===== src/rtl/serial_adder_ctrl_if.sv =====
// Operand/result bundle between a requester and the bit-serial adder controller.
// The requester drives operands and start; the controller returns status and result.
interface serial_adder_ctrl_if #(
   parameter int WIDTH = 32
);
   logic             start;
   logic [WIDTH-1:0] A;
   logic [WIDTH-1:0] B;
   logic             Cin;
   logic             sub;
   logic             busy;
   logic             done;
   logic [WIDTH-1:0] S;
   logic             Cout;
   logic             overflow;

   modport master (
      output start, A, B, Cin, sub,
      input  busy, done, S, Cout, overflow
   );

   modport slave (
      input  start, A, B, Cin, sub,
      output busy, done, S, Cout, overflow
   );
endinterface


===== src/rtl/serial_adder_ctrl.sv =====
// Bit-serial adder/subtractor: streams operands LSB-first through one full-adder
// cell, one bit per clock, and assembles the parallel result at the end.
//
// state | meaning
// ------+---------------------------------------------------------------
// IDLE  | waiting for start; only state in which a request is accepted
// RUN   | one operand bit per edge through the full adder, WIDTH edges
// DONE  | result valid, done pulse high for one cycle, then back to IDLE
module serial_adder_ctrl #(
   parameter int WIDTH = 32
) (
   input  logic                clock,
   input  logic                reset_n,
   serial_adder_ctrl_if.slave  bus
);

   localparam int CW = (WIDTH > 2) ? $clog2(WIDTH) : 1;
   localparam logic [CW-1:0] CNT_MSB_IN = CW'(WIDTH - 2);
   localparam logic [CW-1:0] CNT_LAST   = CW'(WIDTH - 1);

   typedef enum logic [1:0] {
      ST_IDLE = 2'd0,
      ST_RUN  = 2'd1,
      ST_DONE = 2'd2
   } state_t;

   state_t           state;
   logic [WIDTH-1:0] a_sh;
   logic [WIDTH-1:0] b_sh;
   logic [WIDTH-1:0] sum_sh;
   logic             carry;
   logic             c_msb_in;
   logic [CW-1:0]    cnt;

   logic fa_s;
   logic fa_c;

   assign fa_s = a_sh[0] ^ b_sh[0] ^ carry;
   assign fa_c = (a_sh[0] & b_sh[0]) | (a_sh[0] & carry) | (b_sh[0] & carry);

   always_ff @(posedge clock or negedge reset_n) begin
      if (!reset_n) begin
         state        <= ST_IDLE;
         a_sh         <= '0;
         b_sh         <= '0;
         sum_sh       <= '0;
         carry        <= 1'b0;
         c_msb_in     <= 1'b0;
         cnt          <= '0;
         bus.busy     <= 1'b0;
         bus.done     <= 1'b0;
         bus.S        <= '0;
         bus.Cout     <= 1'b0;
         bus.overflow <= 1'b0;
      end else begin
         case (state)
            ST_IDLE: begin
               if (bus.start) begin
                  // Subtraction is A + ~B + 1, so invert B and force the carry-in.
                  a_sh     <= bus.A;
                  b_sh     <= bus.sub ? ~bus.B : bus.B;
                  carry    <= bus.sub ? 1'b1 : bus.Cin;
                  cnt      <= '0;
                  state    <= ST_RUN;
                  bus.busy <= 1'b1;
               end
            end
            ST_RUN: begin
               a_sh   <= a_sh >> 1;
               b_sh   <= b_sh >> 1;
               sum_sh <= {fa_s, sum_sh[WIDTH-1:1]};
               carry  <= fa_c;
               cnt    <= cnt + 1'b1;
               if (cnt == CNT_MSB_IN)
                  c_msb_in <= fa_c;
               if (cnt == CNT_LAST) begin
                  bus.S        <= {fa_s, sum_sh[WIDTH-1:1]};
                  bus.Cout     <= fa_c;
                  bus.overflow <= c_msb_in ^ fa_c;
                  bus.done     <= 1'b1;
                  state        <= ST_DONE;
               end
            end
            ST_DONE: begin
               bus.done <= 1'b0;
               bus.busy <= 1'b0;
               state    <= ST_IDLE;
            end
            default: begin
               bus.done <= 1'b0;
               bus.busy <= 1'b0;
               state    <= ST_IDLE;
            end
         endcase
      end
   end

endmodule


===== src/flat_wrapper.sv =====
// flat-port wrapper written by rule: the top's interface ports become plain ports
module serial_adder_ctrl_flat 
#(
   parameter int WIDTH = 32
)
  (clock, reset_n, bus_start, bus_A, bus_B, bus_Cin, bus_sub, bus_busy, bus_done, bus_S, bus_Cout, bus_overflow);
  serial_adder_ctrl_if #(.WIDTH(WIDTH)) bus_i ();
  input  logic clock;
  input  logic reset_n;
  input wire logic [$bits(bus_i.start)-1:0] bus_start;
  input wire logic [$bits(bus_i.A)-1:0] bus_A;
  input wire logic [$bits(bus_i.B)-1:0] bus_B;
  input wire logic [$bits(bus_i.Cin)-1:0] bus_Cin;
  input wire logic [$bits(bus_i.sub)-1:0] bus_sub;
  output wire logic [$bits(bus_i.busy)-1:0] bus_busy;
  output wire logic [$bits(bus_i.done)-1:0] bus_done;
  output wire logic [$bits(bus_i.S)-1:0] bus_S;
  output wire logic [$bits(bus_i.Cout)-1:0] bus_Cout;
  output wire logic [$bits(bus_i.overflow)-1:0] bus_overflow;
  assign bus_i.start = bus_start;
  assign bus_i.A = bus_A;
  assign bus_i.B = bus_B;
  assign bus_i.Cin = bus_Cin;
  assign bus_i.sub = bus_sub;
  assign bus_busy = bus_i.busy;
  assign bus_done = bus_i.done;
  assign bus_S = bus_i.S;
  assign bus_Cout = bus_i.Cout;
  assign bus_overflow = bus_i.overflow;
  serial_adder_ctrl #(.WIDTH(WIDTH)) u_core (.clock(clock), .reset_n(reset_n), .bus(bus_i));
endmodule

===== config.mk =====
export PLATFORM = sky130hd
export DESIGN_NAME = serial_adder_ctrl_flat
export DESIGN_NICKNAME = d
export VERILOG_FILES = /design/src/rtl/serial_adder_ctrl_if.sv /design/src/rtl/serial_adder_ctrl.sv /design/src/flat_wrapper.sv
export SDC_FILE = /design/constraint.sdc
export NUM_CORES = 1
export LEC_CHECK = 0
export CAP_MARGIN = 10
export CORE_MARGIN = 10
export CORE_UTILIZATION = 57
export CTS_BUF_LIST = sky130_fd_sc_hd__clkbuf_16
export DETAILED_ROUTE_END_ITERATION = 7
export GPL_ROUTABILITY_DRIVEN = 0
export PLACE_DENSITY = 0.85
export SETUP_SLACK_MARGIN = 0.4
export SLEW_MARGIN = 20
export SYNTH_ARGS = -nofsm -noshare
export SYNTH_HDL_FRONTEND = slang
export SYNTH_SLANG_ARGS = --single-unit

===== constraint.sdc =====
create_clock -name clock -period 3.3 [get_ports clock]
set_input_delay 0.33 -clock clock [delete_from_list [all_inputs] [get_ports clock]]
set_output_delay 0.33 -clock clock [all_outputs]
set_load 0.005 [all_outputs]

; Yosys cells after proc, flatten, opt, wreduce, memory -nomap -nowiden
; Cells that the tools add are included.
[word_totals]
register_bits = 141
latch_bits = 0
ram_bits = 0
rom_bits = 0
out_inout_bits = 36
elab_cells = 54
memories = 0
[op_classes]
addsub = 1
mul = 0
div = 0
magnitude_cmp = 0
n_eq_ne = 5
n_shift = 0
muxes = 17
bitwise_logic = 11
reduce_logical = 8
[ops]
columns = cell, count
row1 = 32-bit one-hot mux with 2 select lines, 2
row2 = 32-bit two-way mux, 3
row3 = 32-bit inverter, 1
row4 = 2-bit AND reduction, 6
row5 = 5-bit equality test (second input constant), 2
row6 = 5-bit one-hot mux with 2 select lines, 1
row7 = 1-bit one-hot mux with 2 select lines, 3
row8 = 5-bit by 1-bit adder with 5-bit output (second input constant), 1
row9 = 5-bit two-way mux, 1
row10 = 1-bit two-way mux, 4
row11 = 2-bit two-way mux, 2
row12 = 2-bit one-hot mux with 2 select lines, 1
row13 = 1-bit AND, 3
row14 = 1-bit XOR, 3
row15 = 2-bit by 1-bit equality test with 1-bit output (second input constant), 1
row16 = 2-bit zero test, 1
row17 = 2-bit by 1-bit inequality test with 1-bit output (second input constant), 1
row18 = 2-bit inequality test (second input constant), 1
row19 = 1-bit inverter, 2
row20 = 1-bit bitwise OR, 2
row21 = 2-bit nonzero test, 1

; Longest topological paths before layout
; Gate-level depths: netlist of the first run.
[depth]
word_depth = 4
mapped_depth = 8
mapped_depth_nobuf = 6

; Least setup slack after synthesis of the first run
; No wires, ideal clock.
[synth_path]
path_type = reg-to-reg
from = register u_core.cnt[0]
to = register u_core.bus.S[10]
t_arrival_ns = 1.754
t_required_ns = 3.175
slack_ns = 1.421
stages_incl_launch_ff = 8
period_less_slack_ns = 1.879
path_cell_list = dfrtp_1 ha_1 and3_1 ha_1 nand3b_1 buf_2 buf_2 mux2_2
[synth_via]
elab_chain_len = 2
[synth_rtl]
columns = item, line_no
row1 = "start, declared", serial_adder_ctrl.sv:33  ; logic [CW-1:0] cnt;
row2 = "start signal, assigned", serial_adder_ctrl.sv:73  ; cnt <= cnt + 1'b1;
row3 = 5-bit equality test, serial_adder_ctrl.sv:76  ; if (cnt == CNT_LAST) begin
row4 = 2-bit AND reduction (no line), --
row5 = "end signal, assigned", serial_adder_ctrl.sv:77  ; bus.S <= {fa_s, sum_sh[WIDTH-1:1]};
row6 = "end, declared", serial_adder_ctrl_if.sv:24  ; output busy, done, S, Cout, overflow
; Every way passes these cells.
; A chain may end at the register's enable or synchronous reset.

; Final worst setup path of the first run
[layout_path]
from = register u_core.state[0]
to = register u_core.b_sh[14]
[layout_via]
elab_chain_len = 3
elab_cells_between_ends = 6
cone_classes = eq/ne (2) / mux (1) / reduce/logical (3)
[layout_rtl]
columns = item, line_no
row1 = "start, declared", serial_adder_ctrl.sv:27  ; state_t state;
row2 = "start signal, assigned", serial_adder_ctrl.sv:43  ; state <= ST_IDLE;
row3 = "start signal, assigned", serial_adder_ctrl.sv:64  ; state <= ST_RUN;
row4 = "start signal, assigned", serial_adder_ctrl.sv:81  ; state <= ST_DONE;
row5 = 2-bit by 1-bit equality test with 1-bit output or 2-bit zero test (tied branches), serial_adder_ctrl.sv:56  ; case (state)
row6 = 2-bit nonzero test (no line) or 2-bit inequality test (tied branches), --
row7 = 2-bit AND reduction (no line), --
row8 = "end signal, assigned", serial_adder_ctrl.sv:61  ; b_sh <= bus.sub ? ~bus.B : bus.B;
row9 = "end signal, assigned", serial_adder_ctrl.sv:70  ; b_sh <= b_sh >> 1;
row10 = "end, declared", serial_adder_ctrl.sv:29  ; logic [WIDTH-1:0] b_sh;
; Parallel ways exist; a longest one is shown, timed or not.

==> results.cfg, run 1 <==
[outcome]
status = finished, violations left
violations = hold timing

[run]
drv_cap = 0

[clock_tree]
cts_tree = yes
clock_sinks = 140
cts_setup_buffers = 0
root_buffer = clkbuf_16
cts_resized = 0
clock_latency_ns = 0.41
cts_buffers = 17
cts_hold_buf = 0
cts.clk_slew.worst_paths_ns = 0.06
h-tree-depth = 4
clockBufferDepth = 2

[sta]
setup_viol = 0
relSlewSlack = 0.400
tightest_slew_ns = 0.900
slew_viol_final = 0
tns_ns = 0
whs_ns = -0.00106
fmax_ghz = 0.456
period_minus_slack_ns = 2.19
min_period_over_period = 0.665
hold_violations = 3
rsz0062_at_grt = false
worst_clock_skew_ns = 0.00862

[worst_setup_path]
cp_max_fo = 35
arrival_ns = 2.50
cp.required_ns = 3.61
critPathKind = flop to flop
cp-start-kind = flop
end_kind = flop
cpPeakStageDelay_ns = 0.73
crit_slowest_cell = o21bai_4
critPathBufInv = 1
cp_top_family = compound AO/OA/AOI/OAI gates
cp_cell_sequence = o21bai_4, buf_4, nand2_1, o221ai_1

[routing]
vias_per_cell = 5.79
drtPass1Iterations = 5
drt-initial-drc-count = 498
wl_per_cell_um = 18.0
routed_wl_um = 14600
detail-route-antenna-nets = 0
drc = 0
vias = 4693

[synth]
yosysMostFrequentCell = nand2_1
ys.flop_type = dfrtp_1
yosysTopAreaCellShare = 0.581
netlist_top_cells_count = nand2_1 (190), dfrtp_1 (140), o21ai_0 (38), mux2_2 (34), xnor2_1 (32)
yosys.cell_types.count = 30
yosys-top-cells-area = dfrtp_1 (58%), nand2_1 (12%), mux2_2 (6.3%), xnor2_1 (4.6%), o221ai_1 (4.4%)
yosysWarnings = 0
syn_area_um2 = 6030
synth_top_cell_by_area = dfrtp_1
ys_seq_area_frac = 0.581
synth-seq-cells = 140
async_flop_share = 1.00
synth_nets = 647
syn_avg_cell_area_um2 = 10.5
postSynthCellCount = 574
synth_edf_count = 0

[final_layout]
num-fill-cells = 677
layout.nets = 734
fin_area_um2 = 7740
seq_area_um2 = 3510
area_growth_pct = 28.3
antenna_cells = 0
final_cells = 810
multi_input_area_um2 = 2300
drive_gt1_frac = 0.116

[worst_hold_path]
hold_class = input pin to async pin

[global_routing]
grt_pass1_wl_um = 23700
grt_use_met1 = 0.239
busiest_layer = met2
grt_max_degree = 91
grtUsageTotal = 0.195
first_global_vias = 4761
antenna_found_initial = 0
use_met2 = 0.328
grt-ovfl-total = 0
globalRouteMet3Util = 0.0592

[power]
ir_drop_mv = 0.386
power_density_nw_per_um2 = 860
p_leak_nw = 3.47

[floorplan]
num_rows = 37
initial_utilization = 0.584
die_h_um = 123
die_area_um2 = 15100
die_x_um = 123
ios = 105
core-area_um2 = 10300

[placed_design]
dp_cells = 778
dp_hpwl_um = 9310
io_buffer_count = 104
post_dp_cell_area_um2 = 7110
[final cells by class]
| type | count | share of cell area |
|---|---|---|
| Clock buffer | 17 | 0.0550 |
| Timing Repair Buffer | 112 | 0.143 |
| Tap cell | 136 | 0.0220 |
| Clock inverter | 15 | 0.0255 |
| Sequential cell | 140 | 0.453 |
| Inverter | 6 | 0.00291 |
| Multi-Input combinational cell | 384 | 0.298 |
[routing by layer]
layer  up-vias  routed length, um
met5         -                  0
met2       191               7440
met4         0                150
met3        21               1050
met1      2348               5920
li1       2133                  -
[cell families after synthesis]
family | share of synthesized area
AO/OA/AOI/OAI | 0.125
XOR/XNOR | 0.0479
adder cells (fa/ha/maj) | 0.00954
buffers and inverters | 0.0398
flip-flops | 0.581
multiplexers | 0.0668
AND/OR/NAND/NOR | 0.130
[worst paths after layout]
check                                 from         endpoint  slack, ns  cells after the start
max                        u_core.state[0]  u_core.b_sh[14]       1.11                      4
min                                reset_n  u_core.bus.S[6]     -0.001                      1
max reg2reg                u_core.state[0]  u_core.b_sh[14]       1.11                      4
min reg2reg                u_core.a_sh[26]  u_core.a_sh[26]       0.48                      2
max in group asynchronous          reset_n  u_core.state[0]       2.52                      2
min in group clock         u_core.a_sh[26]  u_core.a_sh[26]       0.48                      2
[sequential cells by signal, indices dropped and copies added (netlist names)]
name	cells
u_core.a_sh	32
u_core.b_sh	32
u_core.bus.S	32
u_core.sum_sh	31
u_core.cnt	5
u_core.state	2
u_core.bus.Cout	1
u_core.bus.busy	1
u_core.bus.done	1
u_core.bus.overflow	1
u_core.c_msb_in	1
u_core.carry	1
[through the flow]
stage | worst slack, ns | power [mW] | utilization
2_1_floorplan | 1.42 | 3.90 | -
3_3_place_gp | 1.05 | 4.48 | 0.689
3_5_place_dp | 0.953 | 4.65 | 0.689
4_1_cts | 0.917 | 6.68 | 0.749
5_1_grt | 0.960 | 7.05 | 0.750
6_report | 1.11 | 6.66 | 0.750
[report_power, final]
part	total, mW	switching [mW]	internal (mW)
clock network	2.00	0.735	1.27
logic	1.76	0.896	0.868
registers	2.89	0.522	2.37
total	6.66	2.15	4.51
[cell usage in the layout, fill, tap and decap left out, types with 2 or more instances in the layout]
| cell type | netlist | final |
|---|---|---|
| nand2_1 | 190 | 190 |
| dfrtp_1 | 140 | 138 |
| clkdlybuf4s50_1 | 0 | 102 |
| o21ai_0 | 38 | 38 |
| mux2_2 | 34 | 34 |
| xnor2_1 | 32 | 32 |
| o221ai_1 | 30 | 30 |
| a22oi_1 | 30 | 30 |
| clkbuf_16 | 0 | 17 |
| inv_1 | 6 | 8 |
| buf_4 | 2 | 7 |
| o22ai_1 | 5 | 5 |
| bufinv_16 | 0 | 4 |
| a21oi_1 | 3 | 3 |
| ha_1 | 3 | 3 |
| clkinvlp_4 | 0 | 3 |
| inv_6 | 0 | 3 |
| nor2b_2 | 0 | 2 |
| nand4_1 | 2 | 2 |
| mux2i_1 | 2 | 2 |
| nor2_1 | 2 | 2 |
| clkinv_4 | 0 | 2 |
Power figures use the tool's default switching activity.
==> run 2, diff against run 1 <==
--- a/config.mk
+++ b/config.mk
@@ -7,11 +7,11 @@
 export LEC_CHECK = 0
 export CAP_MARGIN = 10
 export CORE_MARGIN = 10
-export CORE_UTILIZATION = 57
+export CORE_UTILIZATION = 48
 export CTS_BUF_LIST = sky130_fd_sc_hd__clkbuf_16
 export DETAILED_ROUTE_END_ITERATION = 7
 export GPL_ROUTABILITY_DRIVEN = 0
-export PLACE_DENSITY = 0.85
+export PLACE_DENSITY = 0.76
 export SETUP_SLACK_MARGIN = 0.4
 export SLEW_MARGIN = 20
 export SYNTH_ARGS = -nofsm -noshare
==> constraint.sdc (replaced) <==
create_clock -name clock -period 1.9 [get_ports clock]
set_input_delay 0.19 -clock clock [delete_from_list [all_inputs] [get_ports clock]]
set_output_delay 0.19 -clock clock [all_outputs]
set_load 0.005 [all_outputs]
==> run 2 against run 1 <==
Net effect: the flow now finishes without violations; sequential power is 69% higher; routed wire length is 0.52% lower; fmax is 26% higher; sequential share of layout area is 2.4 points lower; worst hold slack better by 0.33 ns; non-clock buffer count is 26 higher; via count is 0.68% lower; global-route usage is 2.9 points lower; largest power group unchanged.
==> results.cfg, run 2 (same netlist as run 1, synthesis figures left out) <==
[outcome]
status = complete, no violations

[floorplan]
die_h_um = 132
core-area_um2 = 12200
initial_utilization = 0.496
die_area_um2 = 17500
ios = 105
num_rows = 40
die_x_um = 132

[final_layout]
antenna_cells = 0
final_common_cell = nand2_1
layout.nets = 760
final_cells = 868
drive_gt1_frac = 0.146
top_regs = u_core.a_sh x32, u_core.b_sh x32, u_core.bus.S x32
final_cell_mix = nand2_1 (190), dfrtp_1 (138), clkdlybuf4s50_1 (71)
area_growth_pct = 35.4

[global_routing]
grt_max_degree = 63
grt_pass1_wl_um = 23900
antenna_found_initial = 0
grt-ovfl-total = 0
first_global_vias = 4722
grtUsageTotal = 0.166

[power]
p_comb_frac = 0.306
p_leak_nw = 4.09
p_sw_mw = 3.65
power_density_nw_per_um2 = 1380
ir_drop_mv = 0.704
p_clk_frac = 0.260
swShare = 0.324
seqPwrFrac = 0.434
p_int_mw = 7.61

[worst_setup_path]
cpPeakStageDelay_ns = 0.39
cp_cell_sequence = ha_2, and3_4, ha_4, nand3b_1, buf_6, buf_16, mux2_4
critPathKind = flop to flop
end_kind = flop
arrival_ns = 2.04
cp-start-kind = flop
setup.worst_path.start = u_core.cnt[1]
cp_max_fo = 14
r2r_start = u_core.cnt[1]
crit_slowest_cell = dfrtp_1
cp.required_ns = 2.19

[worst_hold_path]
hold_class = input pin to async pin

[clock_tree]
clockBufferDepth = 2
root_buffer = clkbuf_16
h-tree-depth = 4
cts_tree = yes
clock_sinks = 140
cts.clk_slew.worst_paths_ns = 0.06
clock_latency_ns = 0.41
cts_buffers = 17

[run]
drv_cap = 0

[routing]
drtPass1Iterations = 5
vias = 4661
wl_per_cell_um = 16.7
routed_wl_um = 14500
drc = 0
detail-route-antenna-nets = 0
vias_per_cell = 5.37
drt-initial-drc-count = 383

[sta]
slew_viol_final = 0
setup_viol = 0
relSlewSlack = 0.615
min_period_over_period = 0.918
period_minus_slack_ns = 1.74
tns_ns = 0
fmax_ghz = 0.573
hold_violations = 0
worst_clock_skew_ns = 0.00652
rsz0062_at_grt = true
tightest_slew_ns = 0.577

[placed_design]
dp_cells = 820
dp_hpwl_um = 9220
io_buffer_count = 104
## run 2: changes by cell type in the layout (fill, tap and decap cells not counted), moves of 3 or more
cell | before | now
inv_6 | 3 | 0
clkdlybuf4s50_1 | 102 | 71
dlymetal6s2s_1 | 0 | 22
mux2_2 | 34 | 3
buf_12 | 1 | 5
dlygate4sd2_1 | 0 | 9
bufinv_16 | 4 | 1
clkinv_2 | 0 | 4
mux2_4 | 0 | 31
clkinv_1 | 1 | 7
buf_6 | 1 | 7
buf_4 | 7 | 20
## run 2: metrics by stage
step	worst slack (ns)	area [um^2]	util	total power, mW	hold slack (ns)
after floorplan	0.222	6190	-	6.91	-0.106
after global placement	0.152	7400	0.608	8.00	0.205
after detailed placement	0.0928	7400	0.608	8.23	0.213
after CTS	0.175	8040	0.661	11.2	0.343
after global routing	0.110	8170	0.672	12.0	0.366
final	0.155	8170	0.672	11.3	0.333
## run 2: layout make-up
class | instances | area, um^2
fill | 894 | 4000
clock buffer | 17 | 425
sequential | 140 | 3510
tap | 168 | 210
multi-input combinational | 384 | 2450
inverter | 6 | 22.5
timing repair buffer | 138 | 1460
clock inverter | 15 | 91.3
## run 2: power by group through the flow
stage / sequential (mW) / clock [mW] / combinational, mW
2_1_floorplan: 4.71 / 0 / 2.20
3_3_place_gp: 4.86 / 0 / 3.14
3_5_place_dp: 4.92 / 0 / 3.32
4_1_cts: 4.87 / 2.96 / 3.41
5_1_grt: 5.02 / 3.11 / 3.89
6_report: 4.88 / 2.93 / 3.45
## run 2: metal layers
| metal | vias to the layer above | GRT usage | share of wire |
|---|---|---|---|
| met5 | - | 0 | 0 |
| met4 | 0 | 0.0550 | 0.017 |
| met3 | 22 | 0.0564 | 0.061 |
| met2 | 166 | 0.265 | 0.48 |
| met1 | 2289 | 0.205 | 0.44 |
| li1 | 2184 | - | - |
## run 2: worst max-delay path, delay by kind of cell, from the launching register on
| kind | cells | cell delay [ns] |
|---|---|---|
| and+or+nand+nor | 2 | 0.24 |
| DFF | 1 | 0.39 |
| buffers and inverters | 2 | 0.33 |
| adders and majority gates | 2 | 0.35 |
| muxes | 1 | 0.31 |
## run 2: final timing paths
kind	endpoint	slack [ns]	cells past startpoint
max in group asynchronous	u_core.b_sh[8]	0.93	3
setup / recovery	u_core.bus.S[15]	0.16	7
setup reg to reg	u_core.bus.S[15]	0.16	7
hold reg to reg	u_core.a_sh[14]	0.48	2
hold / removal	u_core.bus.S[7]	0.33	2
min in group clock	u_core.a_sh[31]	0.35	3
## run 2: timing repair
action / 4_1_cts / 5_1_grt
hold endpoints to repair: 60 / 0
gates cloned: 2 / 0
buffers inserted: 7 / 6
resized for setup: 16 / 28
setup endpoints to repair: 44 / 117
hold buffers: 1 / 0
pin swaps: 0 / 0
